## src/rtl/serial_arith_pkg.sv

```systemverilog
// serial_arith_pkg: shared state encoding and mode constants for the serial arithmetic engine.
package serial_arith_pkg;
  typedef enum logic [1:0] {IDLE, RUN, DONE} state_t;
  localparam logic MODE_ADD = 1'b0;
  localparam logic MODE_SUB = 1'b1;
endpackage

```

## src/rtl/fa_cell.sv

```systemverilog
// fa_cell: combinational 1-bit full adder.
module fa_cell (
  input  logic a,
  input  logic b,
  input  logic cin,
  output logic s,
  output logic co
);
  assign s  = a ^ b ^ cin;
  assign co = (a & b) | (cin & (a ^ b));
endmodule

```

## src/rtl/serial_addsub.sv

```systemverilog
// serial_addsub: bit-serial two's-complement adder/subtractor, LSB first, with start/busy/done handshake.
module serial_addsub
  import serial_arith_pkg::*;
#(
  parameter int WIDTH = 8
) (
  input  logic             clk,
  input  logic             rstn,
  input  logic             start,
  input  logic             sub,
  input  logic             a,
  input  logic             b,
  output logic [WIDTH-1:0] sum,
  output logic             busy,
  output logic             done,
  output logic             cout,
  output logic             ovf,
  output logic             neg,
  output logic             zero
);
  localparam int CW = $clog2(WIDTH);
  state_t state;
  logic [CW-1:0] cnt;
  logic carry, mode_q, cs, cc;
  logic [WIDTH-1:0] nsum;
  // subtraction is a + ~b + 1: invert b per bit, seed the carry with 1
  fa_cell u_fa (.a(a), .b(b ^ mode_q), .cin(carry), .s(cs), .co(cc));
  assign nsum = {cs, sum[WIDTH-1:1]};
  always_ff @(posedge clk or negedge rstn) begin
    if (!rstn) begin
      state  <= IDLE;
      cnt    <= '0;
      carry  <= 1'b0;
      mode_q <= MODE_ADD;
      sum    <= '0;
      busy   <= 1'b0;
      done   <= 1'b0;
      cout   <= 1'b0;
      ovf    <= 1'b0;
      neg    <= 1'b0;
      zero   <= 1'b0;
    end else begin
      case (state)
        IDLE, DONE: begin
          done <= 1'b0;
          if (start) begin
            state  <= RUN;
            busy   <= 1'b1;
            mode_q <= sub ? MODE_SUB : MODE_ADD;
            carry  <= (sub == MODE_SUB);
            cnt    <= '0;
            sum    <= '0;
            cout   <= 1'b0;
            ovf    <= 1'b0;
            neg    <= 1'b0;
            zero   <= 1'b0;
          end else begin
            state <= IDLE;
          end
        end
        RUN: begin
          carry <= cc;
          sum   <= nsum;
          if (cnt == CW'(WIDTH - 1)) begin
            state <= DONE;
            busy  <= 1'b0;
            done  <= 1'b1;
            cout  <= cc;
            ovf   <= carry ^ cc;
            neg   <= cs ^ carry ^ cc;
            zero  <= (nsum == '0);
          end else begin
            cnt <= cnt + 1'b1;
          end
        end
        default: state <= IDLE;
      endcase
    end
  end
endmodule

```

## config.mk

```make
export PLATFORM = sky130hd
export DESIGN_NAME = serial_addsub
export DESIGN_NICKNAME = d
export VERILOG_FILES = /design/src/rtl/serial_arith_pkg.sv /design/src/rtl/fa_cell.sv /design/src/rtl/serial_addsub.sv
export SDC_FILE = /design/constraint.sdc
export NUM_CORES = 1
export LEC_CHECK = 0
export CAP_MARGIN = 20
export CORE_UTILIZATION = 25
export CTS_CLUSTER_SIZE = 40
export DETAILED_ROUTE_END_ITERATION = 8
export PLACE_DENSITY = 0.47
export SYNTH_ARGS = -nofsm -noshare
export SYNTH_HDL_FRONTEND = slang
export SYNTH_SLANG_ARGS = --single-unit
```

## constraint.sdc

```tcl
create_clock -name clk -period 2.2 [get_ports clk]
set_clock_uncertainty 0.15 [all_clocks]
set_input_delay 0.44 -clock clk [delete_from_list [all_inputs] [get_ports clk]]
set_output_delay 0.44 -clock clk [all_outputs]
set_load 0.03 [all_outputs]
```

==> impl_metrics.ini <==
[status]
status = completed

[pwr]
power-per-cell-area_mw_per_mm2 = 1460
leakagePower_nw = 0.606
irDropWorstVdd_mv = 0.530

[logic_synthesis]
syn_area_per_cell_um2 = 11.3
netlist_top_cells_area = dfrtp_1, mux2_2, nand2_1
yosysSeqAreaShare = 0.486
synth.top_cells.by_count = dfrtp_1, nand2_1, inv_1, o21ai_1
synthFlopType = dfrtp_1
synthArstFlopShare = 1.00
syn_nets = 106
synth_cell_types = 31
synth_area_leader_cell = dfrtp_1
synth.ff_latch_count = 21
synth_top_area_frac = 0.486
mappedNetlistArea_mm2 = 0.00108
synthCells = 96
yosysMostFrequentCell = dfrtp_1
synth_edf_count = 0
yosys_warnings = 0

[critical_path]
cp_data_arrival_time_ps = 1380
reg2reg_to = zero
critPathCaptureType = output port
path_buf_inv = 1
max_stage_delay_ps = 700
worst_r2r_path_depth = 5
cp_max_fo = 5
r2r_slack_ps = 470
r2r_start = carry
critPathTopFamily = buffers and inverters
required_ps = 1610
crit_type = register to output port
critPathSlowestCell = clkdlybuf4s50_1
crit_chain = clkdlybuf4s50_1
startpoint_type = register

[placed_design]
dp_cells = 163
io_buffers = 19
place_worst_setup_slack_ps = -4.34
gp_congestion = 0.721
hpwl_um = 1510

[cells_and_area]
final_cells = 167
reg_top3 = sum x8, cnt x3, state x2
fin_nets = 128
fin_util = 0.331
antenna_cells = 0
final_layout_size_suffix_gt1_frac = 0.137
area_growth_pct = 25.1
max_flop_register = sum
nFillCells = 428
largest_register_ff_count = 8

[floorplanning]
row_count = 23
die_h_um = 67.8
dieArea_mm2 = 0.00460
initial_core_util = 0.265
pin_count = 20
die_x_um = 67.8
coreArea_mm2 = 0.00409

[job]
maxCapViolations = 0

[clocking]
postCtsHoldBufs = 0
cts_tree = done
clockRootBuffer = clkbuf_8
cts_setup_buffers = 0
cts.path.max_buffers = 2
clk_pin_slew_ps = 80
cts-resized-gates = 0
clk_latency_ps = 260
clkSinkCount = 21
cts_buffers = 3
h-tree-depth = 1

[hold_path]
min_path_type = register to register
min_delay_worst_endpoint = done
hold_depth = 2
hp-start = done

[sta]
worstMarginPinSlew_ps = 572
fin_hold_ws_ps = 330
rsz0062_at_grt = false
setup_ws_ps = 225
period_needed_ps = 1970
max_clock_freq_mhz = 506
finalSetupViolations = 0
max-slew-margin-rel = 0.619
post-route-period-util = 0.898
slew_viol_final = 0
hold_viol = 0

[global_route]
grt_pass1_vias = 765
grt_usage = 0.111
grt_pass1_wl_um = 3730
antenna_found_initial = 0
grt-ovfl-total = 0
grt_max_degree = 22

[detailed_routing]
routedWlPerCell_um = 13.0
drt_wl_total_um = 2170
dr_total_vias = 758
drc = 0
drt_first_iter_violations = 24
ant_nets = 0
vias_per_cell = 4.54
dr.pass1.iters = 4
[layout make-up]
cell class	instances	area (um2)	share of cell area
sequential	21	526	0.388
clock buffer	4	45.0	0.0333
tap	50	62.6	0.0462
multi-input combinational	66	497	0.367
timing repair buffer	21	205	0.152
inverter	5	18.8	0.0139
[cell families after synthesis]
group                      after synthesis  share of synthesized area
AOI/OAI and AO/OA                       20                      0.118
xor gates and xnor gates                 2                     0.0162
adders and majority gates                4                     0.0601
buffers and inverters                    9                     0.0555
DFF                                     21                      0.486
muxes                                    7                     0.0786
and+or+nand+nor                         33                      0.186
[metal layers]
| layer | global-route usage | wire, um | up-vias |
|---|---|---|---|
| li1 | - | - | 369 |
| met1 | 0.146 | 1040 | 375 |
| met2 | 0.175 | 1060 | 10 |
| met3 | 0.0220 | 46 | 4 |
| met4 | 0.0469 | 23 | 0 |
| met5 | 0 | 0 | - |
[worst max path at each step]
stage / from / to / slack, ps / cells after the start
after floorplan: b / zero / 520 / 5
after global placement: b / zero / 30 / 6
after detailed placement: b / zero / -4 / 6
after CTS: sum[5] / sum[5] / 200 / 1
after global routing: sum[5] / sum[5] / 150 / 1
final: sum[5] / sum[5] / 230 / 1
[per-stage QoR]
step	setup TNS [ps]	power, W	cell area (um2)
final	0	0.00197	1350
after CTS	0	0.00200	1350
after global placement	0	0.00171	1310
after floorplan	0	0.00141	1080
after detailed placement	-4.34	0.00174	1310
after global routing	0	0.00213	1350
[placed cells by master (no fill, tap or decap), types with 2 or more instances in the layout]
| master | Yosys | layout |
|---|---|---|
| a21oi_1 | 2 | 2 |
| a22o_1 | 4 | 4 |
| dfrtp_1 | 21 | 21 |
| buf_4 | 2 | 2 |
| fa_1 | 2 | 2 |
| inv_1 | 5 | 5 |
| clkbuf_8 | 0 | 3 |
| o21ai_1 | 5 | 5 |
| a21o_1 | 3 | 3 |
| nor2b_1 | 2 | 2 |
| nand2b_1 | 4 | 4 |
| ha_1 | 2 | 2 |
| clkdlybuf4s50_1 | 0 | 19 |
| nand3_1 | 4 | 4 |
| nand2_1 | 11 | 11 |
| mux2_2 | 4 | 4 |
| o21ai_0 | 4 | 4 |
| mux2_4 | 2 | 2 |
| nor2_1 | 4 | 4 |
| and4bb_2 | 2 | 2 |
[power by group]
| group | leakage [nW] | switching [W] | internal, W | total (W) |
|---|---|---|---|---|
| sequential | 0.269 | 0.000196 | 0.000544 | 0.000740 |
| clock | 0.0228 | 0.000127 | 0.000129 | 0.000256 |
| combinational | 0.315 | 0.000484 | 0.000494 | 0.000978 |
(Power assumes the default switching activity.)
